[src/rtl/uart_tx_arbiter_if.sv]
// Byte handshake between two requesters, the arbiter and the UART
// transmitter's char/send/busy pins.
interface uart_tx_arbiter_if;
   logic       req0_valid;
   logic [7:0] req0_data;
   logic       req0_ready;
   logic       req1_valid;
   logic [7:0] req1_data;
   logic       req1_ready;
   logic [7:0] tx_char;
   logic       tx_send;
   logic       tx_busy;

   // Surroundings: the two byte sources and the transmitter.
   modport master (
      output req0_valid, req0_data,
      input  req0_ready,
      output req1_valid, req1_data,
      input  req1_ready,
      input  tx_char, tx_send,
      output tx_busy
   );

   // The arbiter itself.
   modport slave (
      input  req0_valid, req0_data,
      output req0_ready,
      input  req1_valid, req1_data,
      output req1_ready,
      output tx_char, tx_send,
      input  tx_busy
   );
endinterface

[src/rtl/uart_tx_arbiter.sv]
// Round-robin sharing of one 8N1 UART transmitter between two byte sources.
// One byte is accepted at a time, launched with a single tx_send pulse, and
// tracked through the transmitter's busy window before the next is taken.
module uart_tx_arbiter #(
   parameter int unsigned BUSY_TIMEOUT = 8,   // 1..255 cycles
   parameter int unsigned CNT_W        = 16
) (
   input  logic             clk,
   input  logic             rst,
   uart_tx_arbiter_if.slave bus,
   output logic             active,
   output logic             grant_id,
   output logic             err,
   output logic [CNT_W-1:0] sent0_cnt,
   output logic [CNT_W-1:0] sent1_cnt
);

   typedef enum logic [1:0] {
      IDLE,
      LAUNCH,
      WAIT_BUSY,
      WAIT_DONE
   } state_t;

   localparam logic [7:0] TMO_LAST = 8'(BUSY_TIMEOUT - 1);

   state_t           state_q;
   logic [7:0]       tx_char_q;
   logic             tx_send_q;
   logic             active_q;
   logic             grant_q;
   logic             err_q;
   logic             last_q;
   logic [7:0]       tmo_q;
   logic [CNT_W-1:0] sent0_q;
   logic [CNT_W-1:0] sent1_q;

   logic             cand_valid_d;
   logic             cand_id_d;
   logic             accept_ok_d;

   // Pick the port to serve next: the only valid one, or on a tie the one
   // that was not served last.
   always_comb begin
      // NOTE: every signal written here gets a value before any branch, so
      // no path leaves it unassigned and no latch is inferred.
      cand_valid_d = bus.req0_valid | bus.req1_valid;
      cand_id_d    = bus.req1_valid;
      if (bus.req0_valid && bus.req1_valid) begin
         cand_id_d = ~last_q;
      end
   end

   // Readiness depends only on registered state, tx_busy and the valids,
   // never on the data lines.
   assign accept_ok_d    = (state_q == IDLE) & ~bus.tx_busy;
   assign bus.req0_ready = accept_ok_d & cand_valid_d & ~cand_id_d;
   assign bus.req1_ready = accept_ok_d & cand_valid_d &  cand_id_d;

   // Accept / launch / track-busy sequencer with registered outputs.
   always_ff @(posedge clk) begin
      // NOTE: all state here uses non-blocking assignments so every register
      // sees the pre-edge value of every other register.
      if (rst) begin
         state_q   <= IDLE;
         tx_char_q <= 8'h00;
         tx_send_q <= 1'b0;
         active_q  <= 1'b0;
         grant_q   <= 1'b0;
         err_q     <= 1'b0;
         last_q    <= 1'b1;      // port 0 wins the first tie
         tmo_q     <= 8'h00;
         sent0_q   <= '0;
         sent1_q   <= '0;
      end else begin
         tx_send_q <= 1'b0;
         err_q     <= 1'b0;
         unique case (state_q)
            IDLE: begin
               if (accept_ok_d && cand_valid_d) begin
                  tx_char_q <= cand_id_d ? bus.req1_data : bus.req0_data;
                  grant_q   <= cand_id_d;
                  last_q    <= cand_id_d;
                  active_q  <= 1'b1;
                  tx_send_q <= 1'b1;     // high exactly while in LAUNCH
                  state_q   <= LAUNCH;
               end
            end
            LAUNCH: begin
               tmo_q   <= 8'h00;
               state_q <= WAIT_BUSY;
            end
            WAIT_BUSY: begin
               if (bus.tx_busy) begin
                  state_q <= WAIT_DONE;
               end else if (tmo_q == TMO_LAST) begin
                  // Transmitter never acknowledged: drop the byte uncounted.
                  err_q    <= 1'b1;
                  active_q <= 1'b0;
                  state_q  <= IDLE;
               end else begin
                  tmo_q <= tmo_q + 8'd1;
               end
            end
            WAIT_DONE: begin
               if (!bus.tx_busy) begin
                  if (grant_q) begin
                     sent1_q <= sent1_q + CNT_W'(1);
                  end else begin
                     sent0_q <= sent0_q + CNT_W'(1);
                  end
                  active_q <= 1'b0;
                  state_q  <= IDLE;
               end
            end
            default: state_q <= IDLE;
         endcase
      end
   end

   assign bus.tx_char = tx_char_q;
   assign bus.tx_send = tx_send_q;
   assign active      = active_q;
   assign grant_id    = grant_q;
   assign err         = err_q;
   assign sent0_cnt   = sent0_q;
   assign sent1_cnt   = sent1_q;

endmodule

[src/flat_wrapper.sv]
// flat-port wrapper written by rule: the top's interface ports become plain ports
module uart_tx_arbiter_flat 
#(
   parameter int unsigned BUSY_TIMEOUT = 8,                   
   parameter int unsigned CNT_W        = 16
)
  (clk, rst, active, grant_id, err, sent0_cnt, sent1_cnt, bus_req0_valid, bus_req0_data, bus_req0_ready, bus_req1_valid, bus_req1_data, bus_req1_ready, bus_tx_char, bus_tx_send, bus_tx_busy);
  uart_tx_arbiter_if bus_i ();
  input  logic clk;
  input  logic rst;
  output logic active;
  output logic grant_id;
  output logic err;
  output logic [CNT_W-1:0] sent0_cnt;
  output logic [CNT_W-1:0] sent1_cnt;
  input wire logic [$bits(bus_i.req0_valid)-1:0] bus_req0_valid;
  input wire logic [$bits(bus_i.req0_data)-1:0] bus_req0_data;
  output wire logic [$bits(bus_i.req0_ready)-1:0] bus_req0_ready;
  input wire logic [$bits(bus_i.req1_valid)-1:0] bus_req1_valid;
  input wire logic [$bits(bus_i.req1_data)-1:0] bus_req1_data;
  output wire logic [$bits(bus_i.req1_ready)-1:0] bus_req1_ready;
  output wire logic [$bits(bus_i.tx_char)-1:0] bus_tx_char;
  output wire logic [$bits(bus_i.tx_send)-1:0] bus_tx_send;
  input wire logic [$bits(bus_i.tx_busy)-1:0] bus_tx_busy;
  assign bus_i.req0_valid = bus_req0_valid;
  assign bus_i.req0_data = bus_req0_data;
  assign bus_req0_ready = bus_i.req0_ready;
  assign bus_i.req1_valid = bus_req1_valid;
  assign bus_i.req1_data = bus_req1_data;
  assign bus_req1_ready = bus_i.req1_ready;
  assign bus_tx_char = bus_i.tx_char;
  assign bus_tx_send = bus_i.tx_send;
  assign bus_i.tx_busy = bus_tx_busy;
  uart_tx_arbiter #(.BUSY_TIMEOUT(BUSY_TIMEOUT), .CNT_W(CNT_W)) u_core (.clk(clk), .rst(rst), .bus(bus_i), .active(active), .grant_id(grant_id), .err(err), .sent0_cnt(sent0_cnt), .sent1_cnt(sent1_cnt));
endmodule
[config.mk]
export PLATFORM = sky130hd
export DESIGN_NAME = uart_tx_arbiter_flat
export DESIGN_NICKNAME = d
export VERILOG_FILES = /design/src/rtl/uart_tx_arbiter_if.sv /design/src/rtl/uart_tx_arbiter.sv /design/src/flat_wrapper.sv
export SDC_FILE = /design/constraint.sdc
export NUM_CORES = 1
export LEC_CHECK = 0
export CORE_ASPECT_RATIO = 0.5
export CORE_MARGIN = 2
export CORE_UTILIZATION = 52
export DETAILED_ROUTE_END_ITERATION = 12
export PLACE_DENSITY = 0.85
export SYNTH_ARGS = -nofsm -noshare
export SYNTH_HDL_FRONTEND = slang
export SYNTH_SLANG_ARGS = --single-unit
[constraint.sdc]
create_clock -name clk -period 4.7 [get_ports clk]
set_input_delay 1.41 -clock clk [delete_from_list [all_inputs] [get_ports clk]]
set_output_delay 1.41 -clock clk [all_outputs]
set_load 0.1 [all_outputs]
==> impl_metrics.env <==
export IMPL_outcome="finished clean"
export IMPL_grt_overflow=0
export IMPL_ctsHoldBuffers=0
export IMPL_path_class="in2out"
export IMPL_fp_coreArea_um2=4488
export IMPL_clkTransAtPathRegs_ns=0.09
export IMPL_ys_ff_latch=55
export IMPL_yosys_area_share_adder_pct=1.511
export IMPL_r2r_cells=4
export IMPL_ant_nets=0
export IMPL_synth_top_area_share_pct=44.31
export IMPL_ys_warn_count=0
export IMPL_wl_mm=5.591
export IMPL_syn_inst=277
export IMPL_worstPathArrival_ns=2.93
export IMPL_hold_viol=0
export IMPL_critPathLaunchType="input port"
export IMPL_period_needed_ns=4.341
export IMPL_die_h_um=52.88
export IMPL_clock_sinks=55
export IMPL_async_reset_ff_share_pct=0
export IMPL_drc_errors=0
export IMPL_grt_pass1_vias=2079
export IMPL_placed_area_um2=3239
export IMPL_worst_pin_slew_ns=1.007
export IMPL_path_max_fanout=5
export IMPL_place_congestion=0.8602
export IMPL_grt_first_pass_wirelength_mm=9.321
export IMPL_track_usage_pct=22.05
export IMPL_post_drt_wl_per_cell_um=13.60
export IMPL_die_w_um=101.8
export IMPL_critPathMaxStageDelay_ns=0.50
export IMPL_first_pass_iters=4
export IMPL_clk_insertion_delay_late_ns=0.30
export IMPL_cts_tree="done"
export IMPL_dp_hpwl_mm=4.216
export IMPL_fin_area_um2=3342
export IMPL_dieArea_um2=5381
export IMPL_io_pins=67
export IMPL_rsz0062_at_grt="no"
export IMPL_setup_tns_ns=0
export IMPL_vias=2216
export IMPL_clock_path_buffers=2
export IMPL_yosys_mux_area_fraction_pct=4.985
export IMPL_postCtsSetupBuffers=0
export IMPL_synth_top_family_by_area="simple AND/OR/NAND/NOR gates"
export IMPL_syn_cell_area_um2=2485
export IMPL_synth_avg_cell_area_um2=8.971
export IMPL_initial_core_util_pct=55.37
export IMPL_timing_final_crit_share_pct=92.35
export IMPL_detail_route_iter0_violations=67
export IMPL_maxCapViolCount=0
export IMPL_clockRootBuffer="clkbuf_8"
export IMPL_cp_common_cell="nor2_1"
export IMPL_regToRegStartpoint="u_core.state_q[0]"
export IMPL_via_per_inst=5.392
export IMPL_p_leak_nw=1.140
export IMPL_ys_seq_area_share_pct=44.31
export IMPL_hp_class="reg2reg"
export IMPL_r2r_end="u_core.sent1_cnt[13]"
export IMPL_synthSimpleGateAreaFrac_pct=27.49
export IMPL_critical_path_cell_chain="clkdlybuf4s50_1 > nor2_1 > or4_1 > nor2_1 > buf_12"
export IMPL_portBuffers=66
export IMPL_r2r_slack_ns=2.55
export IMPL_critical_path_required_ns=3.29
export IMPL_synth_xor_area_share_pct=8.107
export IMPL_synth_compound_area_share_pct=10.67
export IMPL_setup_viol=0
export IMPL_power_density_nw_per_um2=286.9
export IMPL_startpoint="bus_req0_valid"
export IMPL_synth_edf_count=0
export IMPL_max_slew_margin_pct=32.69
export IMPL_antenna_cells=0
export IMPL_final_nets=369
export IMPL_drive_gt1_share_pct=5.797
export IMPL_ys_types=47
export IMPL_finish_utilization_pct=74.46
export IMPL_cts_buffers=5
export IMPL_crit_slowest_cell="or4_1"
export IMPL_endpoint="bus_req0_ready"
export IMPL_syn_num_nets=301
export IMPL_ys_flop_type="dfxtp_1"
export IMPL_synth_area_leaders="dfxtp_1, nor2_1, xnor2_1, mux2i_1, a21oi_1"
export IMPL_htree_levels=2
export IMPL_yosysTopAreaCell="dfxtp_1"
export IMPL_grt_max_degree=24
export IMPL_max_vdd_ir_drop_v=0.0002193
export IMPL_max_freq_ghz=0.2304
export IMPL_antenna_found_initial=0
export IMPL_worstSetupEndpointType="output pin"
export IMPL_core_rowCount=17
export IMPL_final_max_slew_viol_count=0
export IMPL_cts_resized_gates=0
export IMPL_clock_skew_ns=0.007352
export IMPL_synthToLayoutAreaGrowth_pct=34.49
## area by class of cell
type	count	area (um^2)
Clock buffer	6	72.57
Multi-Input combinational cell	205	1311
Sequential cell	55	1101
Fill cell	329	1146
Timing Repair Buffer	71	718.2
Tap cell	66	82.58
Inverter	7	26.28
Clock inverter	1	30.03
## worst max-delay path, delay by kind of cell
kind	cells	cell delay, ns
buf+inv	2	0.70
simple gates	3	0.82
## how the worst min path moves through the flow
stage	start	to	slack, ns	depth (start not counted)
2_1_floorplan	u_core.last_q	u_core.last_q	0.43	1
3_3_place_gp	u_core.active	u_core.active	0.46	2
3_5_place_dp	u_core.last_q	u_core.last_q	0.46	1
4_1_cts	u_core.last_q	u_core.last_q	0.48	1
5_1_grt	u_core.last_q	u_core.last_q	0.52	1
6_report	u_core.last_q	u_core.last_q	0.48	1
## cell usage in the layout, fill, tap and decap left out, types with 9 or more instances in the layout
cell type and n:
nor2_1 43, nand2_1 15, nand3_1 12, xnor2_1 15, clkdlybuf4s50_1 64, dfxtp_1 55
a21oi_1 16, o21ai_0 9, mux2i_1 9
## cells in the mapped netlist, types with 2 or more instances
library cell,number
ha_1,3
nor2b_1,3
nand4_1,8
buf_1,2
clkbuf_1,6
dfxtp_1,55
or3_1,8
nand3_1,12
mux2_1,3
nor3_1,7
a211oi_1,8
o2111ai_1,2
or4_1,2
inv_1,7
mux2i_1,9
o21ai_0,9
nand2b_1,2
nor4_1,7
and3_1,3
nand4b_1,2
a21oi_1,16
nand2_1,15
nor2_1,43
xor2_1,8
xnor2_1,15
## state kept, by name, summed over array words and instances (netlist names)
name / cells
u_core.bus.tx_char: 8
u_core.err: 1
u_core.tmo_q: 8
u_core.state_q: 2
u_core.active: 1
u_core.grant_id: 1
u_core.last_q: 1
u_core.bus.tx_send: 1
u_core.sent1_cnt: 16
u_core.sent0_cnt: 16
## cell families after synthesis
family	after synthesis
and+or+nand+nor	124
DFF	55
AOI/OAI and AO/OA	43
xor gates and xnor gates	23
buffers and inverters	17
muxes	12
adders and majority gates	3
## power breakdown
part           switching, mW  internal, mW
sequential            0.0124         0.477
combinational          0.113        0.0549
clock                  0.144         0.156
total                  0.270         0.689
## metrics by stage
stage               power [mW]  std cells  hold slack (ns)  worst slack [ns]
finish                  0.9587        411           0.4830            0.3594
global route            0.9895        411           0.5170            0.2997
CTS                     0.9652        411           0.4781            0.3777
detailed placement      0.6682        404           0.4565            0.3815
global placement        0.6648        404           0.4597            0.4178
floorplan               0.6152        277           0.4310           0.03756
## metal layers
layer  wire length [um]  vias up  GRT usage [%]
li1                   -     1130              -
met2               2788       56          40.02
met3                223        6          4.359
met1               2532     1024          26.97
met4                 46        0          6.306
met5                  0        -              0
Power figures use the tool's default switching activity.
